==> config.mk <==
export PLATFORM = sky130hd
export DESIGN_NAME = mul16_seq_flat
export DESIGN_NICKNAME = d
export VERILOG_FILES = /design/src/rtl/mul16_if.sv /design/src/rtl/mul16_seq.sv /design/src/flat_wrapper.sv
export SDC_FILE = /design/constraint.sdc
export NUM_CORES = 1
export LEC_CHECK = 0
export BUFFER_PORTS_ARGS = -buffer_cell sky130_fd_sc_hd__buf_2
export CORE_ASPECT_RATIO = 0.9
export CORE_UTILIZATION = 54
export CTS_CLUSTER_SIZE = 24
export DETAILED_ROUTE_END_ITERATION = 10
export GPL_TIMING_DRIVEN = 0
export HOLD_SLACK_MARGIN = 0.1
export PLACE_DENSITY = 0.82
export SLEW_MARGIN = 10
export SYNTH_ARGS = -nofsm -noshare
export SYNTH_HDL_FRONTEND = slang
export SYNTH_SLANG_ARGS = --single-unit
==> constraint.sdc <==
create_clock -name clk -period 3.5 [get_ports clk]
set_input_delay 1.05 -clock clk [delete_from_list [all_inputs] [get_ports clk]]
set_output_delay 1.05 -clock clk [all_outputs]
set_load 0.05 [all_outputs]
==> src/rtl/mul16_if.sv <==
// Start/busy/done operand and result bundle for the sequential multiplier.
interface mul16_if #(
  parameter int WIDTH = 16
);
  logic               start;
  logic               is_signed;
  logic [WIDTH-1:0]   multiplicand;
  logic [WIDTH-1:0]   multiplier;
  logic               busy;
  logic               done;
  logic [2*WIDTH-1:0] product;
  logic               overflow;

  modport master (
    output start, is_signed, multiplicand, multiplier,
    input  busy, done, product, overflow
  );
  modport slave (
    input  start, is_signed, multiplicand, multiplier,
    output busy, done, product, overflow
  );
endinterface

==> src/rtl/mul16_seq.sv <==
// Iterative shift-add multiplier: one multiplier bit per cycle, sign handled by
// multiplying magnitudes and negating the full-width result at the end.
module mul16_seq #(
  parameter int WIDTH = 16
) (
  input logic    clk,
  input logic    rst,
  mul16_if.slave bus
);
  localparam int CNT_W = $clog2(WIDTH + 1);

  typedef enum logic [1:0] {S_IDLE, S_RUN, S_DONE} state_t;

  state_t             r_state, w_next;
  logic [CNT_W-1:0]   r_cnt;
  logic [WIDTH:0]     r_acc;
  logic [WIDTH:0]     r_mcand;
  logic [WIDTH-1:0]   r_mul;
  logic               r_neg;
  logic               r_signed;
  logic [2*WIDTH-1:0] r_product;
  logic               r_overflow;

  logic               w_accept, w_last;
  logic [WIDTH:0]     w_a_ext, w_b_ext, w_a_mag, w_b_mag;
  logic [WIDTH:0]     w_sum;
  logic [2*WIDTH:0]   w_shift;
  logic [2*WIDTH-1:0] w_prod;
  logic [WIDTH:0]     w_hi;
  logic               w_ovf;

  assign w_accept = bus.start && (r_state == S_IDLE || r_state == S_DONE);
  assign w_last   = (r_state == S_RUN) && (r_cnt == CNT_W'(WIDTH - 1));

  // Magnitudes need WIDTH+1 bits so that |-2^(WIDTH-1)| stays exact.
  assign w_a_ext = {bus.is_signed & bus.multiplicand[WIDTH-1], bus.multiplicand};
  assign w_b_ext = {bus.is_signed & bus.multiplier[WIDTH-1],   bus.multiplier};
  assign w_a_mag = w_a_ext[WIDTH] ? -w_a_ext : w_a_ext;
  assign w_b_mag = w_b_ext[WIDTH] ? -w_b_ext : w_b_ext;

  assign w_sum   = r_acc + (r_mul[0] ? r_mcand : '0);
  assign w_shift = {w_sum, r_mul} >> 1;
  assign w_prod  = r_neg ? -w_shift[2*WIDTH-1:0] : w_shift[2*WIDTH-1:0];

  assign w_hi  = w_prod[2*WIDTH-1:WIDTH-1];
  assign w_ovf = r_signed ? !((&w_hi) || !(|w_hi)) : (|w_prod[2*WIDTH-1:WIDTH]);

  always_ff @(posedge clk) begin
    if (rst) r_state <= S_IDLE;
    else     r_state <= w_next;
  end

  always_comb begin
    w_next = r_state;
    case (r_state)
      S_IDLE:  if (w_accept) w_next = S_RUN;
      S_RUN:   if (w_last)   w_next = S_DONE;
      S_DONE:  w_next = w_accept ? S_RUN : S_IDLE;
      default: w_next = S_IDLE;
    endcase
  end

  always_ff @(posedge clk) begin
    if (rst) begin
      r_cnt      <= '0;
      r_acc      <= '0;
      r_mcand    <= '0;
      r_mul      <= '0;
      r_neg      <= 1'b0;
      r_signed   <= 1'b0;
      r_product  <= '0;
      r_overflow <= 1'b0;
    end else if (w_accept) begin
      r_cnt    <= '0;
      r_acc    <= '0;
      r_mcand  <= w_a_mag;
      r_mul    <= w_b_mag[WIDTH-1:0];
      r_neg    <= w_a_ext[WIDTH] ^ w_b_ext[WIDTH];
      r_signed <= bus.is_signed;
    end else if (r_state == S_RUN) begin
      r_cnt <= r_cnt + 1'b1;
      r_acc <= w_shift[2*WIDTH:WIDTH];
      r_mul <= w_shift[WIDTH-1:0];
      // Result registers change only here, so they hold through IDLE and RUN.
      if (w_last) begin
        r_product  <= w_prod;
        r_overflow <= w_ovf;
      end
    end
  end

  assign bus.busy     = (r_state == S_RUN);
  assign bus.done     = (r_state == S_DONE);
  assign bus.product  = r_product;
  assign bus.overflow = r_overflow;
endmodule
==> src/flat_wrapper.sv <==
// flat-port wrapper written by rule: the top's interface ports become plain ports
module mul16_seq_flat 
#(
  parameter int WIDTH = 16
)
  (clk, rst, bus_start, bus_is_signed, bus_multiplicand, bus_multiplier, bus_busy, bus_done, bus_product, bus_overflow);
  mul16_if #(.WIDTH(WIDTH)) bus_i ();
  input logic clk;
  input logic rst;
  input wire logic [$bits(bus_i.start)-1:0] bus_start;
  input wire logic [$bits(bus_i.is_signed)-1:0] bus_is_signed;
  input wire logic [$bits(bus_i.multiplicand)-1:0] bus_multiplicand;
  input wire logic [$bits(bus_i.multiplier)-1:0] bus_multiplier;
  output wire logic [$bits(bus_i.busy)-1:0] bus_busy;
  output wire logic [$bits(bus_i.done)-1:0] bus_done;
  output wire logic [$bits(bus_i.product)-1:0] bus_product;
  output wire logic [$bits(bus_i.overflow)-1:0] bus_overflow;
  assign bus_i.start = bus_start;
  assign bus_i.is_signed = bus_is_signed;
  assign bus_i.multiplicand = bus_multiplicand;
  assign bus_i.multiplier = bus_multiplier;
  assign bus_busy = bus_i.busy;
  assign bus_done = bus_i.done;
  assign bus_product = bus_i.product;
  assign bus_overflow = bus_i.overflow;
  mul16_seq #(.WIDTH(WIDTH)) u_core (.clk(clk), .rst(rst), .bus(bus_i));
endmodule
==> results of run 1 <==
[cells in the mapped netlist (all sizes together), types with 3 or more instances]
| master | n |
|---|---|
| o2111ai | 4 |
| a21oi | 49 |
| nand3b | 5 |
| and4b | 3 |
| xnor2 | 17 |
| or4 | 3 |
| a311oi | 22 |
| dfxtp | 91 |
| nor4 | 5 |
| o41ai | 5 |
| or2 | 4 |
| and4 | 4 |
| a211oi | 45 |
| inv | 19 |
| nand4 | 6 |
| nand2 | 120 |
| nor3 | 22 |
| or3 | 9 |
| nand3 | 18 |
| a2111oi | 3 |
| clkbuf | 44 |
| xor2 | 46 |
| and3 | 6 |
| a31oi | 7 |
| o211ai | 3 |
| o31ai | 12 |
| o21a | 4 |
| nor2 | 104 |
| nand2b | 6 |
| buf | 9 |
| ha | 21 |
| o21ai | 27 |
| and2 | 24 |
| nor2b | 5 |
[final cells by class]
cell class              instances  area [um2]
multi-input cells             635        4300
inverters                      19       71.32
clock inverters                 7       98.84
flip-flops and latches         91        1826
plain buffers                  48       212.7
well taps                     152       190.2
repair buffers                101       589.3
clock buffers                   9       225.2
fillers                       920        3387
[how the worst max path moves through the flow]
stage | startpoint | to | slack, ns | cells after the start
floorplan | u_core.r_mul[0]$_SDFFE_PP0P_ | u_core.bus.overflow$_SDFFE_PP0P_ | -0.13 | 15
global placement | u_core.r_mul[0]$_SDFFE_PP0P_ | u_core.bus.overflow$_SDFFE_PP0P_ | -0.52 | 13
detailed placement | u_core.r_mul[0]$_SDFFE_PP0P_ | u_core.bus.overflow$_SDFFE_PP0P_ | -0.57 | 15
CTS | u_core.r_mul[0]$_SDFFE_PP0P_ | u_core.bus.overflow$_SDFFE_PP0P_ | -0.25 | 14
global route | u_core.r_mul[0]$_SDFFE_PP0P_ | u_core.bus.overflow$_SDFFE_PP0P_ | -0.45 | 15
finish | u_core.r_mul[0]$_SDFFE_PP0P_ | u_core.bus.overflow$_SDFFE_PP0P_ | -0.37 | 15
[power breakdown]
group          total, mW  internal, mW  switching (mW)
Clock               1.07         0.631           0.443
Sequential          1.12          1.08          0.0475
Combinational      0.584         0.226           0.358
[registers in the layout, summed over array words and instances, names as in the netlist]
register,count
u_core.bus.product,32
u_core.r_signed,1
u_core.r_state,2
u_core.r_mul,16
u_core.r_neg,1
u_core.r_acc,16
u_core.bus.overflow,1
u_core.r_cnt,5
u_core.r_mcand,17
[layer usage]
layer	up-vias	wire, um	GRT usage	part of all wire
li1	3078	-	-	-
met5	-	0	0	0
met3	34	1468	0.05173	0.083
met4	0	393	0.1039	0.022
met1	2923	7842	0.4003	0.44
met2	300	8069	0.4892	0.45
[stage by stage]
step	std cells	hold slack (ns)
2_1_floorplan	798	0.4086
3_3_place_gp	1019	0.4149
3_5_place_dp	1019	0.4223
4_1_cts	1051	0.4323
5_1_grt	1062	0.4664
6_report	1062	0.4311
[cell families after synthesis]
logic type	count (synthesis)	share of synthesized area
AOI/OAI and AO/OA	200	0.2430
xor gates and xnor gates	63	0.09072
adders and majority gates	22	0.04649
buffers and inverters	72	0.04649
DFF	91	0.2995
muxes	2	0.003292
and+or+nand+nor	348	0.2705
[repair_timing]
item | CTS | global route
pin swaps | 26 | 15
endpoints found under the hold margin | 0 | 0
gates resized for setup | 34 | 23
hold buffers | 0 | 0
endpoints found under the setup margin | 6 | 5
buffers inserted | 21 | 11
[tightest hold or removal path, stage by stage (launching register included)]
cell	delay, ns
dfxtp_1	0.31
inv_1	0.05
nor2_1	0.04
==> summary.txt, run 1 <==
Min path
  – Hold depth: 2
  – Worst Hold End: u_core.r_mcand[16]$_SDFFE_PP0P_
  – Min-Delay Startpoint: u_core.r_mcand[16]$_SDFFE_PP0P_
  – Hold/Removal Path Class: reg -> reg

Worst setup path
  – Worst path arrival time: 4.10 ns
  – CP Launch Type: flop
  – Critical R2R Capture: u_core.bus.overflow$_SDFFE_PP0P_
  – Setup slack, reg-to-reg: -0.37 ns
  – Top delay family on crit path: simple AND/OR/NAND/NOR gates
  – Cell mode on critical path: buf_4
  – Worst R2R Path Depth: 15
  – Slowest-stage cell, CP: or3_1
  – Critical path class: reg -> reg
  – Buffers & Inverters on Critical Path: 3
  – Crit path largest cell delay: 0.41 ns
  – CP max FO: 8
  – Worst Path Required: 3.73 ns
  – Cell Chain, Critical Path: and2_4 > ha_4 > fa_2 > buf_4 > xor2_4 > or3_1 > buf_6 > a211oi_2 > nand4_1 > buf_4 > o31ai_2 > xor2_1 > or2_4 > a2111oi_4 > a211oi_1
  – Crit end category: flop
  – RR Startpoint: u_core.r_mul[0]$_SDFFE_PP0P_

Clock network
  – Clock-pin slew on the worst setup and hold paths: about 0.07 ns
  – Sink Count: 91
  – CTS tree: done
  – Clock Latency Late Sink: 0.35 ns
  – TritonCTS buffer count: 9
  – CTS HTree Levels: 3
  – Root buf cell: clkbuf_16
  – Clock buffer depth: 2

STA
  – Final setup vio count: 2
  – Minimum clock period: between 3 and 4 ns
  – Sum Neg Setup Slack: -0.7270 ns
  – Setup WS post-layout: -0.3710 ns
  – Slew @ Worst Pin: 0.6467 ns
  – RSZ-0062 raised after global routing: yes
  – Max frequency: around 260 MHz
  – Worst slew margin: 0.5689
  – Clock Skews: slightly below 0.009 ns
  – Final Cycle Share: 1.106
  – Endpoints failing hold: 0
  – Fin. max-slew vios: 0

Pwr
  – PD cells: roughly 370 nW/um2
  – Total power: 2.782 mW
  – Worst vdd ir: between 0.2 and 0.3 mV
  – Leak: 2.846 nW

Global route
  – Vias in the first global route: 5594
  – Initial antenna violation count: 0
  – Global-route wire length before repair: 27510 um
  – Total global routing track utilization: 0.2988
  – Maximum number of pins on one net before global-route repair: 17
  – GRT overflow: 0

Synthesis
  – Synth top area cells: dfxtp_1 30%, nand2_1 7.3%, xor2_1 6.6%
  – Register bit total from synthesis: 91
  – Post-Syn Area per Cell: ~7.6 um2
  – Post-synth ARST share: 0
  – Post-synth EDFFs: 0
  – YS warnings: 0
  – Count of cell types in the netlist: between 70 and 80
  – Top cell type's share of synthesized area: 0.2995
  – Synth Cell Area: 6082 um2
  – Top_reg_cell synth: dfxtp_1
  – Register area share after synthesis: 0.2995
  – Largest area contributor in the netlist: dfxtp_1
  – Post-synthesis instance total: 798
  – Mapped Nets: 856

Cells and area
  – Post-route cell area: 7513 um2
  – Layout cell share with drive strength beyond 1: 0.2066
  – Fin util: 0.6893
  – Nets: 963
  – Inserted Diodes: 0
  – Layout area overhead: 23.53%
  – Commonest cells after routing, fill and taps aside: 119 x nand2_1, 102 x nor2_1, 90 x dfxtp_1, 71 x buf_2, 45 x a21oi_1
  – Commonest non-fill, non-tap cell in the layout: nand2_1

Status
  – Status: finished, violations left
  – Failing checks: negative setup slack

Route
  – DRC Markers: 0
  – Antenna Nets Post-Route: 0
  – Vias per cell: 5.965
  – WL per Instance: 16.74 um
  – DR iter-0 viols: 634
  – Via count: 6335
  – Detailed Routing Iterations Pass 1: 5
  – WL final: roughly 18000 um

Floorplanning
  – Die X: 113.9 um
  – # IOs: slightly above 70
  – DIE HEIGHT: 102.7 um
  – Die footprint: 11690 um2
  – Core box area: 10900 um2
  – Starting Density: 0.5580
  – FP Rows: 36

Flow run
  – Max-cap violations: 0

Place
  – Placed Instance Area: 6693 um2
  – # port buffers: 69
  – Post-detail-place hpwl: 12330 um
  – Setup WS pre-CTS: -0.5701 ns
  – GPL Wtd Cong: 0.8736
No activity file was read; power rests on OpenSTA's default activity.
==> inputs of run 2 (changes only) <==
--- a/config.mk
+++ b/config.mk
@@ -7,12 +7,12 @@
 export LEC_CHECK = 0
 export BUFFER_PORTS_ARGS = -buffer_cell sky130_fd_sc_hd__buf_2
 export CORE_ASPECT_RATIO = 0.9
-export CORE_UTILIZATION = 54
+export CORE_UTILIZATION = 45
 export CTS_CLUSTER_SIZE = 24
 export DETAILED_ROUTE_END_ITERATION = 10
 export GPL_TIMING_DRIVEN = 0
 export HOLD_SLACK_MARGIN = 0.1
-export PLACE_DENSITY = 0.82
+export PLACE_DENSITY = 0.71
 export SLEW_MARGIN = 10
 export SYNTH_ARGS = -nofsm -noshare
 export SYNTH_HDL_FRONTEND = slang
==> run 2 against run 1 <==
  * The run still ends with negative setup slack left
  * Critical path type unchanged
  * First-iteration DRC count fell by 20%
  * Critical endpoint unchanged
  * Sequential share of layout area unchanged
  * Sequential cell count stayed put
  * Critical path depth is 1 lower
==> summary.txt, run 2 (synthesis results as in run 1) <==
Clock network
  – Root buf cell: clkbuf_16
  – Clock Latency Late Sink: 0.36 ns (about the same)
  – CTS HTree Levels: 3 (unchanged)
  – TritonCTS buffer count: 9 (unchanged)
  – Clock buffer depth: 2 (unchanged)
  – Hold bufs inserted after CTS: 0 (unchanged)
  – Clock-pin slew on the worst setup and hold paths: 0.07 ns (about the same)
  – Sink Count: 91 (unchanged)
  – CTS tree: done

Route
  – WL per Instance: 16.45 um (-1.7%)
  – DR iter-0 viols: 506 (-20%)
  – Uppermost routed layer: met4
  – Antenna Nets Post-Route: 0 (unchanged)
  – Met2 wire length: 7610 um (-5.7%)
  – Routed wire length on met3: 1226 um (-16%)
  – Detailed Routing Iterations Pass 1: 5 (unchanged)
  – DRC Markers: 0 (unchanged)
  – Vias per cell: 5.795 (-2.9%)
  – Wl on met1: 8534 um (+8.8%)
  – Via count: 6241 (-1.5%)
  – WL final: 17710 um (-0.34%)

Min path
  – Hold/Removal Path Class: reg -> reg
  – Hold depth: 2 (unchanged)
  – Min-Delay Startpoint: u_core.r_mcand[16]$_SDFFE_PP0P_
  – Worst Hold End: u_core.r_mcand[16]$_SDFFE_PP0P_

Worst setup path
  – Worst R2R Path Depth: 14 (-1)
  – Cell Chain, Critical Path: and2_4 > ha_4 > fa_2 > nor4_4 > and4b_2 > nand3_4 > o21ai_0 > xor2_1 > and4b_1 > and4b_1 > o2111ai_2 > buf_4 > nor3_1 > a211oi_1
  – Crit path largest cell delay: 0.47 ns (+0.06 ns)
  – Setup slack, reg-to-reg: -0.42 ns (-0.05 ns)
  – Critical path class: reg -> reg
  – Top delay family on crit path: simple AND/OR/NAND/NOR gates
  – CP Launch Type: flop
  – Worst Path Required: 3.73 ns (about the same)
  – Crit. path cell count: 14 (-1)
  – RR Startpoint: u_core.r_mul[0]$_SDFFE_PP0P_
  – CP max FO: 6 (-2)
  – Slowest-stage cell, CP: fa_2
  – Critical R2R Capture: u_core.bus.overflow$_SDFFE_PP0P_
  – Cell mode on critical path: and4b_1
  – Worst path arrival time: 4.15 ns (+0.05 ns)
  – Buffers & Inverters on Critical Path: 1 (-2)
  – Crit end category: flop

Pwr
  – Worst vdd ir: 0.2751 mV (-4.9%)
  – Total power: 2.651 mW (-4.7%)
  – PD cells: 352.9 nW/um2 (-4.7%)
  – Leak: 2.842 nW (-0.15%)

Place
  – Cells after DPL: 1031 (+1.2%)
  – Setup WS pre-CTS: -0.5398 ns (+0.03036 ns)
  – # port buffers: 69 (unchanged)
  – Post-detail-place hpwl: 12500 um (+1.4%)
  – GPL Wtd Cong: 0.8755 (+0.22%)
  – Placed Instance Area: 6708 um2 (+0.22%)

STA
  – Final setup vio count: 2 (unchanged)
  – Minimum clock period: 3.923 ns (+0.05151 ns)
  – Sum Neg Setup Slack: -0.5175 ns (+0.2094 ns)
  – Final Cycle Share: 1.121 (+0.01472)
  – Fin. max-slew vios: 0 (unchanged)
  – Slew @ Worst Pin: 0.7042 ns (+0.05758 ns)
  – Clock Skews: 0.01250 ns (+0.003717 ns)
  – RSZ-0062 raised after global routing: yes
  – Max frequency: 254.9 MHz (-1.3%)
  – Endpoints failing hold: 0 (unchanged)
  – Worst slew margin: 0.5305 (-0.03839)
  – Setup WS post-layout: -0.4225 ns (-0.05151 ns)

Floorplanning
  – Die footprint: 13990 um2 (+20%)
  – # IOs: 71 (unchanged)
  – Die X: 124.5 um (+9.4%)
  – Starting Density: 0.4703 (-0.08762)
  – DIE HEIGHT: 112.3 um (+9.4%)
  – FP Rows: 39 (+8.3%)
  – Core box area: 12930 um2 (+19%)

Cells and area
  – Nets: 967 (+0.42%)
  – Commonest non-fill, non-tap cell in the layout: nand2_1
  – Layout cell share with drive strength beyond 1: 0.2015 (-0.005060)
  – Layout area overhead: 23.53% (unchanged)
  – Inserted Diodes: 0 (unchanged)
  – Final cell count without fillers: 1077 (+1.4%)
  – Commonest cells after routing, fill and taps aside: 119 x nand2_1, 102 x nor2_1, 90 x dfxtp_1, 71 x buf_2, 45 x a21oi_1
  – Max reg flops: 32 (unchanged)
  – Post-route cell area: 7513 um2 (unchanged)

Flow run
  – Max-cap violations: 0 (unchanged)

Global route
  – Total global routing track utilization: 0.2447 (-0.05407)
  – Vias in the first global route: 5315 (-5.0%)
  – GRT overflow: 0 (unchanged)
  – Initial antenna violation count: 0 (unchanged)
  – Maximum number of pins on one net before global-route repair: 15 (-2)
  – Global-route wire length before repair: 27410 um (-0.38%)

Status
  – Failing checks: negative setup slack
  – Status: finished, violations left
## run 2: worst register-to-register path, stage by stage, from the launching register on
cell,delay [ns]
dfxtp_4,0.37
and2_4,0.17
ha_4,0.14
fa_2,0.47
nor4_4,0.31
and4b_2,0.32
nand3_4,0.14
o21ai_0,0.29
xor2_1,0.36
and4b_1,0.27
and4b_1,0.21
o2111ai_2,0.19
buf_4,0.20
nor3_1,0.25
a211oi_1,0.11
## run 2: cell type report
cell class,instances,area (um2)
fill,1211,5418
multi-input combinational,635,4285
sequential,91,1826
inverter,19,71.32
tap,164,205.2
buffer,48,214.0
clock inverter,3,23.77
timing repair buffer,105,631.9
clock buffer,12,256.5
## run 2: timing repair
action                                 CTS  global route
pin swaps                               27            18
gates cloned                             0             0
resized for setup                       33            21
endpoints found under the hold margin    0             0
buffers inserted                        25            11
setup endpoints to repair                5             6
## run 2: stage by stage
step	util	hold WS (ns)
floorplan	-	0.4086
global placement	0.5187	0.4153
detailed placement	0.5187	0.4184
CTS	0.5658	0.4282
global route	0.5810	0.4499
finish	0.5810	0.4274
## run 2: how the worst max path moves through the flow
| stage | start | endpoint |
|---|---|---|
| 2_1_floorplan | u_core.r_mul[0]$_SDFFE_PP0P_ | u_core.bus.overflow$_SDFFE_PP0P_ |
| 3_3_place_gp | u_core.r_mul[0]$_SDFFE_PP0P_ | u_core.bus.overflow$_SDFFE_PP0P_ |
| 3_5_place_dp | u_core.r_mul[0]$_SDFFE_PP0P_ | u_core.bus.overflow$_SDFFE_PP0P_ |
| 4_1_cts | u_core.r_mul[0]$_SDFFE_PP0P_ | u_core.bus.overflow$_SDFFE_PP0P_ |
| 5_1_grt | u_core.r_mul[0]$_SDFFE_PP0P_ | u_core.bus.overflow$_SDFFE_PP0P_ |
| 6_report | u_core.r_mul[0]$_SDFFE_PP0P_ | u_core.bus.overflow$_SDFFE_PP0P_ |
## run 2: routing by layer
metal,global-route usage,vias to the layer above
met5,0,-
met1,0.3490,2904
li1,-,3065
met2,0.3716,240
met4,0.06265,0
met3,0.05434,32
## run 2: power breakdown
part	internal [mW]	switching [mW]	leakage, nW
Sequential	1.08	0.0475	0.742
Clock	0.518	0.414	0.131
Combinational	0.235	0.361	1.97
Total	1.83	0.822	2.84
==> inputs of run 3 (changes only) <==
--- a/config.mk
+++ b/config.mk
@@ -17,3 +17,4 @@
 export SYNTH_ARGS = -nofsm -noshare
 export SYNTH_HDL_FRONTEND = slang
 export SYNTH_SLANG_ARGS = --single-unit
+export TNS_END_PERCENT = 1
==> run 3 against run 2 <==
  * The flow still finishes with violations (negative setup slack)
  * Sequential cell count stayed put
  * Worst hold slack better by 0.0031 ns
  * Global-route usage is 0.56 points lower
  * Maximum frequency is 4.2% higher
  * Final cell count is 0.74% lower
  * Wire length is 3.7% lower
  * Clock power hardly changed
  * Via count is 1.9% lower
  * Clock skew is 0.0043 ns lower
  * Clock-buffer cell count stayed put
  * First-iteration DRC count is 1.6% lower
  * Sequential power hardly changed
  * Largest cell class unchanged
  * Largest power group unchanged
==> summary.txt, run 3 (synthesis results as in run 1) <==
STA
  – RSZ-0062 raised after global routing: yes
  – Max frequency: 265.6 MHz (+4.2%)
  – Clock Skews: 0.008194 ns (-0.004302 ns)
  – Endpoints failing hold: 0 (unchanged)
  – Final setup vio count: 2 (unchanged)
  – Setup WS post-layout: -0.2645 ns (+0.1581 ns)
  – Fin. max-slew vios: 0 (unchanged)
  – Final Cycle Share: 1.076 (-0.04516)
  – Sum Neg Setup Slack: -0.4313 ns (+0.08623 ns)
  – Slew @ Worst Pin: 0.9100 ns (+0.2058 ns)
  – Worst slew margin: 0.3890 (-0.1415)
  – Hold Slack: 0.4305 ns (+0.003076 ns)
  – Minimum clock period: 3.764 ns (-0.1581 ns)

Worst setup path
  – Crit path launch: u_core.r_mul[0]$_SDFFE_PP0P_
  – CP max FO: 6 (unchanged)
  – Worst R2R Path Depth: 14 (unchanged)
  – RR Startpoint: u_core.r_mul[0]$_SDFFE_PP0P_
  – CP Launch Type: flop
  – Critical R2R Capture: u_core.bus.overflow$_SDFFE_PP0P_
  – Crit end category: flop
  – Setup slack, reg-to-reg: -0.26 ns (+0.16 ns)
  – Worst Path Required: 3.73 ns (about the same)
  – Worst path arrival time: 4.00 ns (-0.15 ns)
  – Critical path class: reg -> reg

Route
  – Via count: 6123 (-1.9%)
  – WL per Instance: 15.96 um (-3.0%)
  – WL final: 17060 um (-3.7%)
  – DR iter-0 viols: 498 (-1.6%)
  – Antenna Nets Post-Route: 0 (unchanged)
  – Vias per cell: 5.728 (-1.2%)
  – DRC Markers: 0 (unchanged)
  – Detailed Routing Iterations Pass 1: 5 (unchanged)

Cells and area
  – Inserted Diodes: 0 (unchanged)
  – Sequential Area: 1826 um2 (unchanged)
  – Fin util: 0.5723 (-0.008708)
  – Nets: 959 (-0.83%)
  – Max reg flops: 32 (unchanged)
  – Commonest non-fill, non-tap cell in the layout: nand2_1
  – Post-route cell area: 7401 um2 (-1.5%)
  – Layout cell share with drive strength beyond 1: 0.1890 (-0.01258)
  – Layout area overhead: 21.68%
  – Commonest cells after routing, fill and taps aside: 119 x nand2_1, 102 x nor2_1, 90 x dfxtp_1, 71 x buf_2, 46 x a21oi_1
  – Filler Cell Count: 1215 (+0.33%)
  – Area of the multi-input gates: 4240 um2 (-1.1%)

Flow run
  – Max-cap violations: 0 (unchanged)

Pwr
  – Worst vdd ir: 0.2766 mV (+0.54%)
  – Leak: 2.805 nW (-1.3%)
  – PD cells: 356.4 nW/um2 (+0.99%)

Clock network
  – CTS tree: done
  – Clock buffer depth: 2 (unchanged)
  – TritonCTS buffer count: 9 (unchanged)
  – Sink Count: 91 (unchanged)
  – Hold bufs inserted after CTS: 0 (unchanged)
  – Clock Latency Late Sink: 0.36 ns (about the same)
  – CTS HTree Levels: 3 (unchanged)
  – Root buf cell: clkbuf_16
  – Clock-pin slew on the worst setup and hold paths: 0.07 ns (about the same)

Place
  – GPL Wtd Cong: 0.8755 (unchanged)
  – Post-detail-place hpwl: 12500 um (unchanged)
  – Setup WS pre-CTS: -0.5398 ns (unchanged)
  – # port buffers: 69 (unchanged)
  – Placed Instance Area: 6708 um2 (unchanged)

Floorplanning
  – Core box area: 12930 um2 (unchanged)
  – # IOs: 71 (unchanged)
  – FP Rows: 39 (unchanged)
  – Starting Density: 0.4703 (unchanged)
  – DIE HEIGHT: 112.3 um (unchanged)
  – Die X: 124.5 um (unchanged)
  – Die footprint: 13990 um2 (unchanged)

Global route
  – Vias in the first global route: 5226 (-1.7%)
  – Maximum number of pins on one net before global-route repair: 15 (unchanged)
  – Initial antenna violation count: 0 (unchanged)
  – Global-route wire length before repair: 26770 um (-2.3%)
  – Total global routing track utilization: 0.2391 (-0.005604)
  – GRT overflow: 0 (unchanged)

Min path
  – Hold/Removal Path Class: reg -> reg
  – Min-Delay Startpoint: u_core.r_mcand[16]$_SDFFE_PP0P_
  – Hold depth: 2 (unchanged)
  – Worst Hold End: u_core.r_mcand[16]$_SDFFE_PP0P_

Status
  – Status: finished, violations left
  – Failing checks: negative setup slack
==> run 3: final cells by class <==
type                    count  share of cell area
clock buffers              12             0.03466
inverters                  19            0.009637
clock inverters             3            0.003212
plain buffers              49             0.03060
well taps                 164             0.02773
multi-input cells         635              0.5730
flip-flops and latches     91              0.2467
repair buffers             96             0.07456
==> run 3: per-layer routing <==
layer | share of wire | track usage | vias to the layer above
li1 | - | - | 3061
met1 | 0.49 | 0.3411 | 2850
met2 | 0.43 | 0.3587 | 196
met3 | 0.063 | 0.05148 | 16
met4 | 0.013 | 0.07309 | 0
met5 | 0 | 0 | -
==> run 3: worst max path at each step <==
stage	to	slack, ns	cells past startpoint
after CTS	u_core.bus.overflow$_SDFFE_PP0P_	-0.30	13
final	u_core.bus.overflow$_SDFFE_PP0P_	-0.26	14
after detailed placement	u_core.bus.overflow$_SDFFE_PP0P_	-0.54	15
after floorplan	u_core.bus.overflow$_SDFFE_PP0P_	-0.13	15
after global routing	u_core.bus.overflow$_SDFFE_PP0P_	-0.43	14
after global placement	u_core.bus.overflow$_SDFFE_PP0P_	-0.54	15
==> run 3: metrics by stage <==
| stage | std cells | power (mW) |
|---|---|---|
| after detailed placement | 1031 | 1.644 |
| after global routing | 1069 | 2.753 |
| final | 1069 | 2.637 |
| after global placement | 1031 | 1.638 |
| after floorplan | 798 | 1.495 |
| after CTS | 1065 | 2.607 |
==> run 3: timing repair <==
| action | CTS | global route |
|---|---|---|
| gates resized for setup | 23 | 31 |
| setup buffers | 21 | 6 |
| setup endpoints to repair | 5 | 6 |
| pin swaps | 20 | 17 |
==> run 3: power breakdown <==
group          internal (mW)  switching, mW  total, mW
Combinational          0.230          0.353      0.583
Clock                  0.518          0.412      0.929
Sequential              1.08         0.0479       1.12
==> run 3: worst max-delay path, cell delays in order (launching register included) <==
cell and delay [ns]:
dfxtp_4 0.36, and2_4 0.15, ha_4 0.16, fa_2 0.39, a211oi_4 0.33, buf_4 0.18
o21ai_4 0.10, a211o_1 0.33, a211oi_2 0.22, nand4_1 0.17, o31ai_1 0.27, nand2_1 0.09
a2111o_1 0.48, a2111oi_4 0.29, a211oi_1 0.11
